===== src/rtl/xlate_decoder.sv =====
// Recovers tag bits from the XOR of paired ref/backscatter DBPSK symbols:
// majority vote per bit, LSB-first byte assembly, fixed-length frames.
module xlate_decoder #(
    parameter int SYMS_PER_BIT = 4,
    parameter int FRAME_BYTES  = 16,
    parameter int CNT_W        = 4
) (
    input  logic       clock,
    input  logic       reset,
    input  logic       start,
    input  logic       sym_valid,
    input  logic       ref_bit,
    input  logic       bs_bit,
    output logic       tag_bit_valid,
    output logic       tag_bit,
    output logic       tie,
    output logic       byte_valid,
    output logic [7:0] byte_data,
    output logic       frame_done,
    output logic       busy
);
    localparam int BYTE_W = (FRAME_BYTES > 1) ? $clog2(FRAME_BYTES) : 1;

    typedef enum logic {IDLE, COLLECT} state_t;

    state_t            state;
    logic [CNT_W-1:0]  sym_cnt;
    logic [CNT_W-1:0]  ones;
    logic [2:0]        bit_cnt;
    logic [BYTE_W-1:0] byte_cnt;
    logic [7:0]        shreg;

    logic [CNT_W:0]    ones_total;
    logic [CNT_W+1:0]  twice;
    logic              vote, even, last_sym, last_bit, last_byte;

    // ones_total counts the symbol being accepted this cycle
    always_comb begin
        ones_total = {1'b0, ones} + (CNT_W+1)'(ref_bit ^ bs_bit);
        twice      = {ones_total, 1'b0};
        vote       = twice > (CNT_W+2)'(SYMS_PER_BIT);
        even       = twice == (CNT_W+2)'(SYMS_PER_BIT);
        last_sym   = sym_cnt == CNT_W'(SYMS_PER_BIT - 1);
        last_bit   = bit_cnt == 3'd7;
        last_byte  = byte_cnt == BYTE_W'(FRAME_BYTES - 1);
    end

    always_ff @(posedge clock) begin
        if (!reset) begin
            state         <= IDLE;
            sym_cnt       <= '0;
            ones          <= '0;
            bit_cnt       <= '0;
            byte_cnt      <= '0;
            shreg         <= '0;
            tag_bit_valid <= 1'b0;
            tag_bit       <= 1'b0;
            tie           <= 1'b0;
            byte_valid    <= 1'b0;
            byte_data     <= '0;
            frame_done    <= 1'b0;
            busy          <= 1'b0;
        end else begin
            tag_bit_valid <= 1'b0;
            tag_bit       <= 1'b0;
            tie           <= 1'b0;
            byte_valid    <= 1'b0;
            frame_done    <= 1'b0;
            case (state)
                IDLE: begin
                    if (start) begin
                        state    <= COLLECT;
                        busy     <= 1'b1;
                        sym_cnt  <= '0;
                        ones     <= '0;
                        bit_cnt  <= '0;
                        byte_cnt <= '0;
                    end
                end
                COLLECT: begin
                    // a restart outranks any symbol arriving in the same cycle
                    if (start) begin
                        sym_cnt  <= '0;
                        ones     <= '0;
                        bit_cnt  <= '0;
                        byte_cnt <= '0;
                    end else if (sym_valid) begin
                        if (last_sym) begin
                            sym_cnt       <= '0;
                            ones          <= '0;
                            tag_bit_valid <= 1'b1;
                            tag_bit       <= vote;
                            tie           <= even;
                            shreg         <= {vote, shreg[7:1]};
                            bit_cnt       <= bit_cnt + 3'd1;
                            if (last_bit) begin
                                byte_valid <= 1'b1;
                                byte_data  <= {vote, shreg[7:1]};
                                if (last_byte) begin
                                    frame_done <= 1'b1;
                                    busy       <= 1'b0;
                                    state      <= IDLE;
                                    byte_cnt   <= '0;
                                end else begin
                                    byte_cnt <= byte_cnt + BYTE_W'(1);
                                end
                            end
                        end else begin
                            sym_cnt <= sym_cnt + CNT_W'(1);
                            ones    <= ones_total[CNT_W-1:0];
                        end
                    end
                end
                default: state <= IDLE;
            endcase
        end
    end
endmodule


===== config.mk =====
export PLATFORM = sky130hd
export DESIGN_NAME = xlate_decoder
export DESIGN_NICKNAME = d
export VERILOG_FILES = /design/src/rtl/xlate_decoder.sv
export SDC_FILE = /design/constraint.sdc
export NUM_CORES = 1
export LEC_CHECK = 0
export CAP_MARGIN = 20
export CORE_AREA = 2 2 49 85
export DETAILED_ROUTE_END_ITERATION = 16
export DIE_AREA = 0 0 51 87
export PLACE_DENSITY_LB_ADDON = 0.3
export SETUP_SLACK_MARGIN = 0.02
export SYNTH_ARGS = -nofsm -noshare
export SYNTH_HDL_FRONTEND = slang
export SYNTH_SLANG_ARGS = --single-unit
export TNS_END_PERCENT = 5

===== constraint.sdc =====
create_clock -name clock -period 3.4 [get_ports clock]
set_input_delay 0.51 -clock clock [delete_from_list [all_inputs] [get_ports clock]]
set_output_delay 0.51 -clock clock [all_outputs]
set_load 0.02 [all_outputs]

# Word-level counts from Yosys, hierarchy flattened
# Index checks and enable logic that the tools add are counted.
# totals
word_cells	84
ff_bits	38
output_inout_bits	14
in_bits	6
# op_classes
n_lt_le_gt_ge	1
n_eq_ne	13
n_mux	37
n_reduce_logical	9
addsub	4
bitwise_logic	7
# op_table
op	n
4-bit two-way mux	12
4-bit one-hot mux with 2 select lines	3
1-bit two-way mux	15
3-bit two-way mux	4
4-bit by 1-bit adder with 4-bit output, second input constant	2
4-bit AND reduction	2
6-bit by 3-bit > comparator with 1-bit output, second input constant	1
2-bit by 1-bit != test with 1-bit output, second input constant	3
2-bit != test, second input constant	3
3-bit by 2-bit != test with 1-bit output, second input constant	2
1-bit NOT	6
3-bit one-hot mux with 2 select lines	1
6-bit AND reduction	1
6-bit OR reduction	1
4-bit by 1-bit adder with 5-bit output	1
5-bit by 2-bit equality test with 1-bit output, second input constant	1
5-bit AND reduction	1
5-bit OR reduction	1
4-bit by 2-bit equality test with 1-bit output, second input constant	1
4-bit equality test, second input constant	1
1-bit one-hot mux with 2 select lines	2
4-bit OR reduction	1
3-bit by 1-bit adder with 3-bit output, second input constant	1
3-bit equality test, second input constant	1
other kinds (4)	4

# Longest topological paths before layout
# logic_depth
depth_word	7
mapped_depth	7
depth_no_buf	7

# Least setup slack after synthesis
# Ideal clock, no wire load.
# synth_timing
path_type	input to register
startpoint	input port bs_bit
endpoint	register byte_data[7]
required_time_ns	3.309
n_path_buf	0
path_stages	7
t_arrival_ns	1.703
slack_ns	1.606
setup_time_ns	0.091
cell_sequence	xor2_1 -> ha_1 -> ha_1 -> and2_1 -> a21oi_1 -> a211oi_1 -> a311oi_1
# synth_between
elab_chain_len	3
# synth_rtl
item	line	rtl
from (decl)	13	input logic bs_bit,
1-bit bitwise XOR	39	ones_total = {1'b0, ones} + (CNT_W+1)'(ref_bit ^ bs_bit);
4-bit by 1-bit adder with 5-bit output	39	
6-bit by 3-bit > comparator with 1-bit output	41	vote = twice > (CNT_W+2)'(SYMS_PER_BIT);
to (signal assigned)	98	byte_data <= {vote, shreg[7:1]};
to (decl)	18	output logic [7:0] byte_data,
# No other way between the ends.
# A chain may end at the register's enable or synchronous reset.

# Final worst setup path
# layout_timing
startpoint	input port ref_bit
endpoint	register byte_data[7]
# layout_between
elab_chain_len	3
# layout_rtl
item	line	rtl
from (decl)	12	input logic ref_bit,
1-bit bitwise XOR	39	
4-bit by 1-bit adder with 5-bit output	39	
6-bit by 3-bit > comparator with 1-bit output	41	
# No other way between the ends.

==> impl_metrics.ini <==
[cts]
htreeDepth = 2
path_clk_slew_ns = 0.07
clock_latency_ns = 0.29
cts_inserted_buffers = 5
cts.path.max_buffers = 2
ctsHoldBuffers = 0
cts_tree = built
cts_setup_buffers = 0
cts_resized = 0
cts_root_buffer = clkbuf_8
cts.sinks = 37

[run_status]
status = finished, final reports clean

[finish]
mostFrequentLayoutCells = dfxtp_1, a21oi_1, nor2_1, clkdlybuf4s50_1, nand3_1
final_common_cell = dfxtp_1
fillers = 388
seq_area_sq_um = 741
multiInputGateArea_sq_um = 830
final_nets = 215
antenna_cells = 0
fin_area_sq_um = 1930
final_util_pct = 50.8
area_delta_synth_final_pct = 19.0
drive_gt1_share_pct = 5.45

[global_route]
grt_max_degree = 30
grt_pass1_wl_um = 5310
antenna_found_initial = 0
grt_pass1_vias = 1245
overflow = 0
track_usage_pct = 15.6

[pwr]
p_sw_share_pct = 23.5
seqPwrFrac_pct = 56.2
power.clock.fraction_pct = 37.3
p_per_area_nw_per_um2 = 407
p_int_mw = 0.600
combPwrFrac_pct = 6.4
power.leakage_nw = 0.717
power.net_switching_mw = 0.184
ir_worst_vdd_uv = 397

[min_path]
min_path_type = flop to flop

[drt]
drtAntennaViolNets = 0
drtIter0Drc = 19
wirelength_um = 3120
viasPerCell = 5.29
vias = 1323
drc_errors = 0
dr.pass1.iters = 4
wl_per_cell_um = 12.5

[timing]
clock_skew_ns = 0.00538
layout_setup_ws_ns = 1.29
fin_crit_sh_pct = 62.0
rsz0062_at_grt = no
holdWs_ns = 0.457
max_freq_ghz = 0.474
setup_viol = 0
drv_slew = 0
setup_tns_ns = 0
hold_viol = 0
fin_crit_ns = 2.11
tightest_slew_ns = 0.904
relSlewSlack_pct = 39.7

[place]
pre_cts_ws_ns = 0.976
dp_hpwl_um = 2200
port-buffer-count = 19
routabilityCongestion = 0.762
placed_cell_area_sq_um = 1840

[floorplanning]
placementRows = 30
core_sq_um = 3790
dieArea_sq_um = 4440
ios = 20
die_y_um = 87
die_w_um = 51
start_util_pct = 42.7

[worst_setup_path]
arrival_ns = 2.24
worstPathRequired_ns = 3.53
path_class = primary input to flop
start_kind = primary input
end_kind = flop
path_max_fanout = 4

[logic_synthesis]
synth_top_area_share_pct = 45.8
syn_area_per_cell_sq_um = 8.94
synth_top_area_cell = dfxtp_1
syn_area_sq_um = 1620
synth_fp_nets = 195
ys_types = 35
ys_ff_latch = 37
syn_inst = 181
seq_area_frac_synth_pct = 45.8
synth_area_leaders = dfxtp_1, a21oi_1, ha_1
ys_warn_count = 0

[flow_run]
drv_cap = 0
## per-layer routing
layer	vias up	share of wire, %	GRT usage, %	wire, um
met1	617	44	17.8	1360
met3	7	2.9	3.09	91
met4	0	2.1	8.11	65
met2	19	51	26.9	1600
met5	-	0	0	0
li1	680	-	-	-
## logic make-up (layout without fill, tap and decap cells)
logic type	count (synthesis)	after routing	synth area share (%)
mux	7	7	4.33
xor+xnor	1	1	0.541
buf+inv	12	33	2.94
simple gates	74	74	23.7
compound gates	42	42	16.5
flops	37	37	45.8
fa+ha+maj	8	8	6.19
## registers in the layout, summed over array words and instances (netlist names)
| name | cells |
|---|---|
| byte_cnt | 4 |
| tag_bit | 1 |
| byte_valid | 1 |
| frame_done | 1 |
| busy | 1 |
| shreg | 7 |
| state | 1 |
| tie | 1 |
| tag_bit_valid | 1 |
| bit_cnt | 3 |
| sym_cnt | 4 |
| byte_data | 8 |
| ones | 4 |
## stage by stage
step | power [mW] | cells
finish | 0.784 | 250
global route | 0.820 | 250
CTS | 0.797 | 250
detailed placement | 0.502 | 242
global placement | 0.502 | 242
floorplan | 0.484 | 181
## cells in the mapped netlist
master / instances
a2111oi_0: 1
a211oi_1: 1
a21o_1: 1
a21oi_1: 25
a221oi_4: 1
a22oi_1: 2
a311oi_1: 2
a41oi_1: 1
and2_1: 2
and3_1: 1
and3b_1: 1
buf_2: 2
clkbuf_1: 4
dfxtp_1: 37
ha_1: 8
inv_1: 6
mux2i_1: 7
nand2_1: 15
nand2b_1: 4
nand3_1: 17
nand3b_1: 1
nand3b_2: 1
nand4bb_1: 1
nor2_1: 19
nor2_8: 1
nor2b_1: 1
nor3_1: 6
nor3b_1: 2
nor4_1: 1
o21a_1: 1
o21ai_0: 5
o311a_1: 1
o31ai_1: 1
or3b_4: 1
xor2_1: 1
## worst paths after layout
path / end / from / slack [ns] / cells after the start
setup / recovery: byte_data[7] / ref_bit / 1.29 / 8
hold / removal: byte_data[2] / byte_data[2] / 0.46 / 2
setup reg to reg: byte_cnt[3] / bit_cnt[0] / 1.36 / 6
hold reg to reg: byte_data[2] / byte_data[2] / 0.46 / 2
## critical path, cell delays in order
cell	delay, ns
clkdlybuf4s50_1	0.47
xor2_1	0.16
ha_1	0.21
ha_1	0.21
and2_1	0.14
a21oi_1	0.07
a211oi_1	0.34
a311oi_1	0.14
## final cells by class
type,instances,area share [%]
repair buffers,19,9.88
multi-input cells,132,43.1
well taps,48,3.12
flip-flops and latches,37,38.5
clock buffers,6,3.77
inverters,6,1.17
clock inverters,2,0.520
## power by group through the flow
stage / logic [mW] / clock network, mW / registers (mW)
after floorplan: 0.0340 / 0 / 0.450
after global placement: 0.0507 / 0 / 0.451
after detailed placement: 0.0510 / 0 / 0.451
after CTS: 0.0514 / 0.305 / 0.441
after global routing: 0.0568 / 0.322 / 0.441
final: 0.0505 / 0.293 / 0.441
Note: power is estimated with default switching activity, not from simulation.
